--- config.mk ---
export PLATFORM = sky130hd
export DESIGN_NAME = trip_controller
export DESIGN_NICKNAME = d
export VERILOG_FILES = /design/src/rtl/trip_controller.sv
export SDC_FILE = /design/constraint.sdc
export NUM_CORES = 1
export LEC_CHECK = 0
export CORE_MARGIN = 4
export CORE_UTILIZATION = 40
export DETAILED_ROUTE_END_ITERATION = 6
export PLACE_DENSITY = 0.85
export SKIP_CTS_REPAIR_TIMING = 1
export SLEW_MARGIN = 20
export SYNTH_ARGS = -nofsm -noshare
export SYNTH_HDL_FRONTEND = slang
export SYNTH_SLANG_ARGS = --single-unit
--- constraint.sdc ---
create_clock -name clock -period 1.6 [get_ports clock]
set_clock_uncertainty 0.2 [all_clocks]
set_input_delay 0.48 -clock clock [delete_from_list [all_inputs] [get_ports clock]]
set_output_delay 0.48 -clock clock [all_outputs]
set_load 0.005 [all_outputs]
--- src/rtl/trip_controller.sv ---
`default_nettype none
// ============================================================================
// Module   : trip_controller
// Purpose  : Sequencer for the trip distance counter. Synchronises and
//            debounces the raw reed switch into single-cycle wheel pulses,
//            runs the trip state machine (IDLE/RUN/PAUSE/CLEAR), gates the
//            distance counter enable, issues the trip clear pulse and holds
//            the validated wheel circumference.
// Build    : AUTO_PAUSE_EN defined   -> idle counter and RUN timeout present.
//            AUTO_PAUSE_EN undefined -> PAUSE entered/left by buttons only,
//                                       auto_paused tied to 0.
// Ports    : clock, reset      system clock, synchronous active-high reset
//            reed_raw          asynchronous reed switch level
//            btn_start         1-cycle start/stop toggle
//            btn_clear         1-cycle clear trip
//            circ_in/circ_load new circumference (cm) and its strobe
//            reed_pulse        1-cycle pulse per accepted wheel revolution
//            dist_enable       count enable (high in RUN)
//            trip_reset        1-cycle clear to distance counter/trip timer
//            circ              active circumference (cm)
//            circ_err          1-cycle pulse when a circ_load is rejected
//            state             00 IDLE, 01 RUN, 10 PAUSE, 11 CLEAR
//            auto_paused       high while in PAUSE entered by timeout
// Revision : 1.0  initial release
// ============================================================================
module trip_controller #(
  parameter int DEBOUNCE_CYC  = 16,
  parameter int AUTOPAUSE_CYC = 3000,
  parameter int CIRC_DEFAULT  = 218,
  parameter int CIRC_MIN      = 100,
  parameter int CIRC_MAX      = 250
) (
  input  logic       clock,
  input  logic       reset,
  input  logic       reed_raw,
  input  logic       btn_start,
  input  logic       btn_clear,
  input  logic [7:0] circ_in,
  input  logic       circ_load,
  output logic       reed_pulse,
  output logic       dist_enable,
  output logic       trip_reset,
  output logic [7:0] circ,
  output logic       circ_err,
  output logic [1:0] state,
  output logic       auto_paused
);

  typedef enum logic [1:0] {
    ST_IDLE  = 2'b00,
    ST_RUN   = 2'b01,
    ST_PAUSE = 2'b10,
    ST_CLEAR = 2'b11
  } state_t;

  localparam int         c_LOCK_W       = $clog2(DEBOUNCE_CYC + 1);
  localparam logic [7:0] c_CIRC_DEFAULT = 8'(CIRC_DEFAULT);
  localparam logic [7:0] c_CIRC_MIN     = 8'(CIRC_MIN);
  localparam logic [7:0] c_CIRC_MAX     = 8'(CIRC_MAX);

  // --------------------------------------------------------------------------
  // Reed path: 2-flop synchroniser, edge register, lockout counter
  // --------------------------------------------------------------------------
  logic                r_sync1;
  logic                r_sync2;
  logic                r_reed_d;
  logic [c_LOCK_W-1:0] r_lockout;
  logic                r_reed_pulse;
  logic                w_reed_rise;

  assign w_reed_rise = r_sync2 & ~r_reed_d;

  always_ff @(posedge clock) begin
    if (reset) begin
      r_sync1      <= 1'b0;
      r_sync2      <= 1'b0;
      r_reed_d     <= 1'b0;
      r_lockout    <= '0;
      r_reed_pulse <= 1'b0;
    end else begin
      r_sync1  <= reed_raw;
      r_sync2  <= r_sync1;
      r_reed_d <= r_sync2;
      // Edges seen while locked out are discarded outright, never queued.
      if (w_reed_rise && (r_lockout == '0)) begin
        r_reed_pulse <= 1'b1;
        r_lockout    <= c_LOCK_W'(DEBOUNCE_CYC - 1);
      end else begin
        r_reed_pulse <= 1'b0;
        if (r_lockout != '0) begin
          r_lockout <= r_lockout - c_LOCK_W'(1);
        end
      end
    end
  end

  assign reed_pulse = r_reed_pulse;

  // --------------------------------------------------------------------------
  // Trip state machine
  // --------------------------------------------------------------------------
  state_t r_state;
  state_t w_next_state;
  logic   r_dist_enable;
  logic   r_trip_reset;
  logic   w_timeout;
  logic   w_auto_paused;

  always_comb begin
    w_next_state = r_state;
    case (r_state)
      ST_IDLE: begin
        if (btn_clear)      w_next_state = ST_CLEAR;
        else if (btn_start) w_next_state = ST_RUN;
      end
      ST_RUN: begin
        if (btn_clear)      w_next_state = ST_CLEAR;
        else if (btn_start) w_next_state = ST_PAUSE;
        else if (w_timeout) w_next_state = ST_PAUSE;
      end
      ST_PAUSE: begin
        if (btn_clear)      w_next_state = ST_CLEAR;
        else if (btn_start) w_next_state = ST_RUN;
        // The waking pulse itself is not counted: dist_enable rises after it.
        else if (w_auto_paused && r_reed_pulse) w_next_state = ST_RUN;
      end
      ST_CLEAR: w_next_state = ST_IDLE;
      default:  w_next_state = ST_IDLE;
    endcase
  end

  always_ff @(posedge clock) begin
    if (reset) begin
      r_state       <= ST_IDLE;
      r_dist_enable <= 1'b0;
      r_trip_reset  <= 1'b0;
    end else begin
      r_state       <= w_next_state;
      r_dist_enable <= (w_next_state == ST_RUN);
      r_trip_reset  <= (w_next_state == ST_CLEAR);
    end
  end

  assign state       = r_state;
  assign dist_enable = r_dist_enable;
  assign trip_reset  = r_trip_reset;

  // --------------------------------------------------------------------------
  // Idle counter and auto-pause flag
  // --------------------------------------------------------------------------
`ifdef AUTO_PAUSE_EN
  localparam int                c_IDLE_W   = $clog2(AUTOPAUSE_CYC + 1);
  localparam logic [c_IDLE_W-1:0] c_IDLE_MAX = c_IDLE_W'(AUTOPAUSE_CYC);
  localparam logic [c_IDLE_W-1:0] c_IDLE_TO  = c_IDLE_W'(AUTOPAUSE_CYC - 1);

  logic [c_IDLE_W-1:0] r_idle_cnt;
  logic                r_auto_paused;
  logic                w_auto_next;

  // A reed pulse in the timeout cycle keeps the block in RUN.
  assign w_timeout = (r_state == ST_RUN) && (r_idle_cnt == c_IDLE_TO) &&
                     !r_reed_pulse;

  // Only a timeout-driven entry marks the pause as automatic; staying in
  // PAUSE keeps the flag, any other transition clears it.
  assign w_auto_next = (w_next_state == ST_PAUSE) &&
                       ((r_state == ST_PAUSE) ? r_auto_paused
                                              : (!btn_clear && !btn_start && w_timeout));

  always_ff @(posedge clock) begin
    if (reset) begin
      r_idle_cnt    <= '0;
      r_auto_paused <= 1'b0;
    end else begin
      r_auto_paused <= w_auto_next;
      if (((r_state != ST_RUN) && (w_next_state == ST_RUN)) || r_reed_pulse) begin
        r_idle_cnt <= '0;
      end else if ((r_state == ST_RUN) && (r_idle_cnt != c_IDLE_MAX)) begin
        r_idle_cnt <= r_idle_cnt + c_IDLE_W'(1);
      end
    end
  end

  assign w_auto_paused = r_auto_paused;
`else
  assign w_timeout     = 1'b0;
  assign w_auto_paused = 1'b0;
`endif

  assign auto_paused = w_auto_paused;

  // --------------------------------------------------------------------------
  // Circumference register: loads accepted only in IDLE and within range
  // --------------------------------------------------------------------------
  logic [7:0] r_circ;
  logic       r_circ_err;
  logic       w_circ_ok;

  assign w_circ_ok = circ_load && (r_state == ST_IDLE) &&
                     (circ_in >= c_CIRC_MIN) && (circ_in <= c_CIRC_MAX);

  always_ff @(posedge clock) begin
    if (reset) begin
      r_circ     <= c_CIRC_DEFAULT;
      r_circ_err <= 1'b0;
    end else begin
      r_circ_err <= circ_load && !w_circ_ok;
      if (w_circ_ok) begin
        r_circ <= circ_in;
      end
    end
  end

  assign circ     = r_circ;
  assign circ_err = r_circ_err;

endmodule
`default_nettype wire

==> results.toml <==
[worst_hold_path]
whs_path_depth = 3
hold_class = "in2reg"
min_to = "circ[2]"
hold_start = "circ_in[2]"

[critical_path]
worstPathRequired_ps = 1640
r2r_slack_ps = -90
reg2reg_to = "r_lockout[1]"
ff2ff_path_depth = 5
crit_type = "reg2reg"
r2r_start = "r_lockout[1]"
worstPathArrival_ps = 1730
cp_max_fo = 5
end_kind = "register"
critPathLaunchType = "register"

[synthesis]
syn_inst = 96
syn_area_um2 = 899.6
yosysSeqAreaShare_pct = 48.96
ys_async_sr_fraction_pct = 0
synth_flop_cell = "dfxtp_1"
synthesis.nets = 111
yosys.area.top_type_share_pct = 48.96
yosysWarnings = 0
yosysUniqueCellTypes = 28
ys_ff_latch = 22
synth.area.top_cells = "dfxtp_1 (49%), mux2i_1 (7.8%), nor2_1 (6.3%)"
syn_avg_cell_area_um2 = 9.371
synth-edff-count = 0
yosys.area.top_type = "dfxtp_1"

[clocking]
clockRootBuffer = "clkbuf_4"
clock_path_buffers = 2
clkLatencyLatePin_ps = 320
cts_made_buffers = 3
clkTransAtPathRegs_ps = 130
htree_num_levels = 1
cts_tree = "done"
cts.sinks = 22

[route]
ant_nets = 0
avgViaCountPerCell = 5.035
drt-total-wl_um = 2451
drt_iter0_markers = 14
dr.pass1.iters = 4
wl_per_cell_um = 14.25
vias = 866
drcViolationCount = 0

[finish]
final_area_mm2 = 0.001513
nets = 160
fillCellCount = 140
finalNonFillerCells = 172
drive_above_1_share_pct = 36.81
multi_input_area_um2 = 462.9
area_growth_pct = 68.15
seqCellArea_um2 = 456.7

[sta]
rsz0062_at_grt = "yes"
tns_ps = -201.9
fin_ws_ps = -90.83
finalSetupViolations = 4
fin_crit_sh_pct = 105.7
drv_slew = 0
hold_viol = 0
post-route-min-period_ps = 1691
clock.fmax_ghz = 0.5914

[power_and_ir_drop]
p_sw_uw = 484.5
p_int_uw = 1214
p_leak_uw = 0.0007976
power_density_mw_per_mm2 = 1123
p_clk_share_pct = 25.4
seq_power_share_pct = 39.4
comb_power_share_pct = 35.2
switching_share_pct = 28.52
irDropWorstVdd_v = 0.0007498

[placement]
dp_hpwl_um = 1522
port_buffers = 27
dp.cells = 162
pre_cts_ws_ps = -619.0
gp_congestion = 0.7571
dpl_cell_area_mm2 = 0.001320

[run_status]
failed_checks = "setup timing"
status = "finished, violations left"

[die]
dieHeight_um = 55.43
die_w_um = 55.43
row_count = 16
die-area_mm2 = 0.003072
initial_core_util_pct = 44.06
num_io_pins = 29
coreArea_mm2 = 0.002042

[grt]
first_global_vias = 783
antenna_found_initial = 1
gr-total-overflow = 0
grt_max_degree = 17
grt_usage_pct = 13.53
grt_pass1_wl_um = 3305

[flow_run]
max_cap_viol_count = 0
[worst max-delay path, cell delays in order, from the launching register on]
cell and delay, ps:
dfxtp_2 340, inv_2 60, ha_4 120, or4b_4 490, a21o_1 210, a211oi_1 190
[stage by stage]
stage | total power, uW | utilization, % | hold slack (ps)
finish | 1699 | 74.08 | 233.6
global route | 1788 | 74.08 | 264.6
CTS | 1672 | 67.22 | 264.0
detailed placement | 1230 | 64.64 | 246.7
global placement | 1205 | 64.64 | 223.1
floorplan | 1002 | - | 213.8
[worst max-delay path by stage]
| stage | startpoint | endpoint | slack [ps] | depth (start not counted) |
|---|---|---|---|---|
| 2_1_floorplan | r_lockout[1] | r_lockout[0] | -20 | 6 |
| 6_report | r_lockout[1] | r_lockout[1] | -90 | 5 |
| 4_1_cts | circ[7] | circ[7] | -300 | 1 |
| 3_3_place_gp | circ_in[3] | circ[3] | -530 | 5 |
| 3_5_place_dp | circ_in[3] | circ_err | -620 | 5 |
| 5_1_grt | r_lockout[1] | r_lockout[1] | -130 | 5 |
[power by group through the flow]
stage	clock network [uW]	logic [uW]	registers [uW]
after floorplan	0	312	690
after global placement	0	529	676
after detailed placement	0	550	680
after CTS	448	555	668
after global routing	459	649	681
final	432	598	669
[layer usage]
layer / global-route usage, % / share of wire (%)
met2: 23.48 / 53
met1: 14.49 / 37
met4: 8.333 / 4.3
met3: 3.497 / 5.4
met5: 0 / 0
[registers in the layout (all words and copies together) (netlist names)]
name	cells
circ	8
circ_err	1
dist_enable	1
r_lockout	5
r_reed_d	1
r_sync1	1
r_sync2	1
reed_pulse	1
state	2
trip_reset	1
[cell families after synthesis]
| group | share of synthesized area [%] |
|---|---|
| DFF | 48.96 |
| and+or+nand+nor | 22.11 |
| xor gates and xnor gates | 0.9738 |
| buffers and inverters | 4.173 |
| other | 0.4168 |
| adders and majority gates | 1.391 |
| muxes | 9.041 |
| AOI/OAI and AO/OA | 12.93 |
[layout by cell type (no fill, tap or decap), types with 2 or more instances in the layout]
| cell type | instances |
|---|---|
| dfxtp_1 | 9 |
| inv_2 | 3 |
| nand2_1 | 2 |
| inv_1 | 2 |
| mux2i_1 | 7 |
| nor2_2 | 2 |
| clkdlybuf4s50_1 | 4 |
| nand2b_1 | 7 |
| dfxtp_2 | 13 |
| nor2_1 | 13 |
| buf_4 | 19 |
| dlymetal6s2s_1 | 22 |
| a21oi_1 | 4 |
| o21ai_1 | 2 |
| nor2b_1 | 5 |
| clkbuf_4 | 3 |
| buf_6 | 2 |
| nor3_1 | 2 |
[cells in the mapped netlist, types with 2 or more instances]
master    instances
a211oi_1          2
a21oi_1           5
nor2b_1           5
clkbuf_1          3
mux2i_1           7
dfxtp_1          22
nor2_1           15
nor3_1            3
nand2_1           3
inv_1             5
o21ai_0           3
nand2b_1          7
[area by class of cell]
cell class	count	share of cell area (%)
flip-flops and latches	22	30.19
multi-input cells	65	30.60
clock buffers	3	1.489
repair buffers	48	32.09
diodes	1	0.1654
clock inverters	1	1.985
inverters	5	1.241
well taps	27	2.233
No activity file was read; power rests on OpenSTA's default activity.
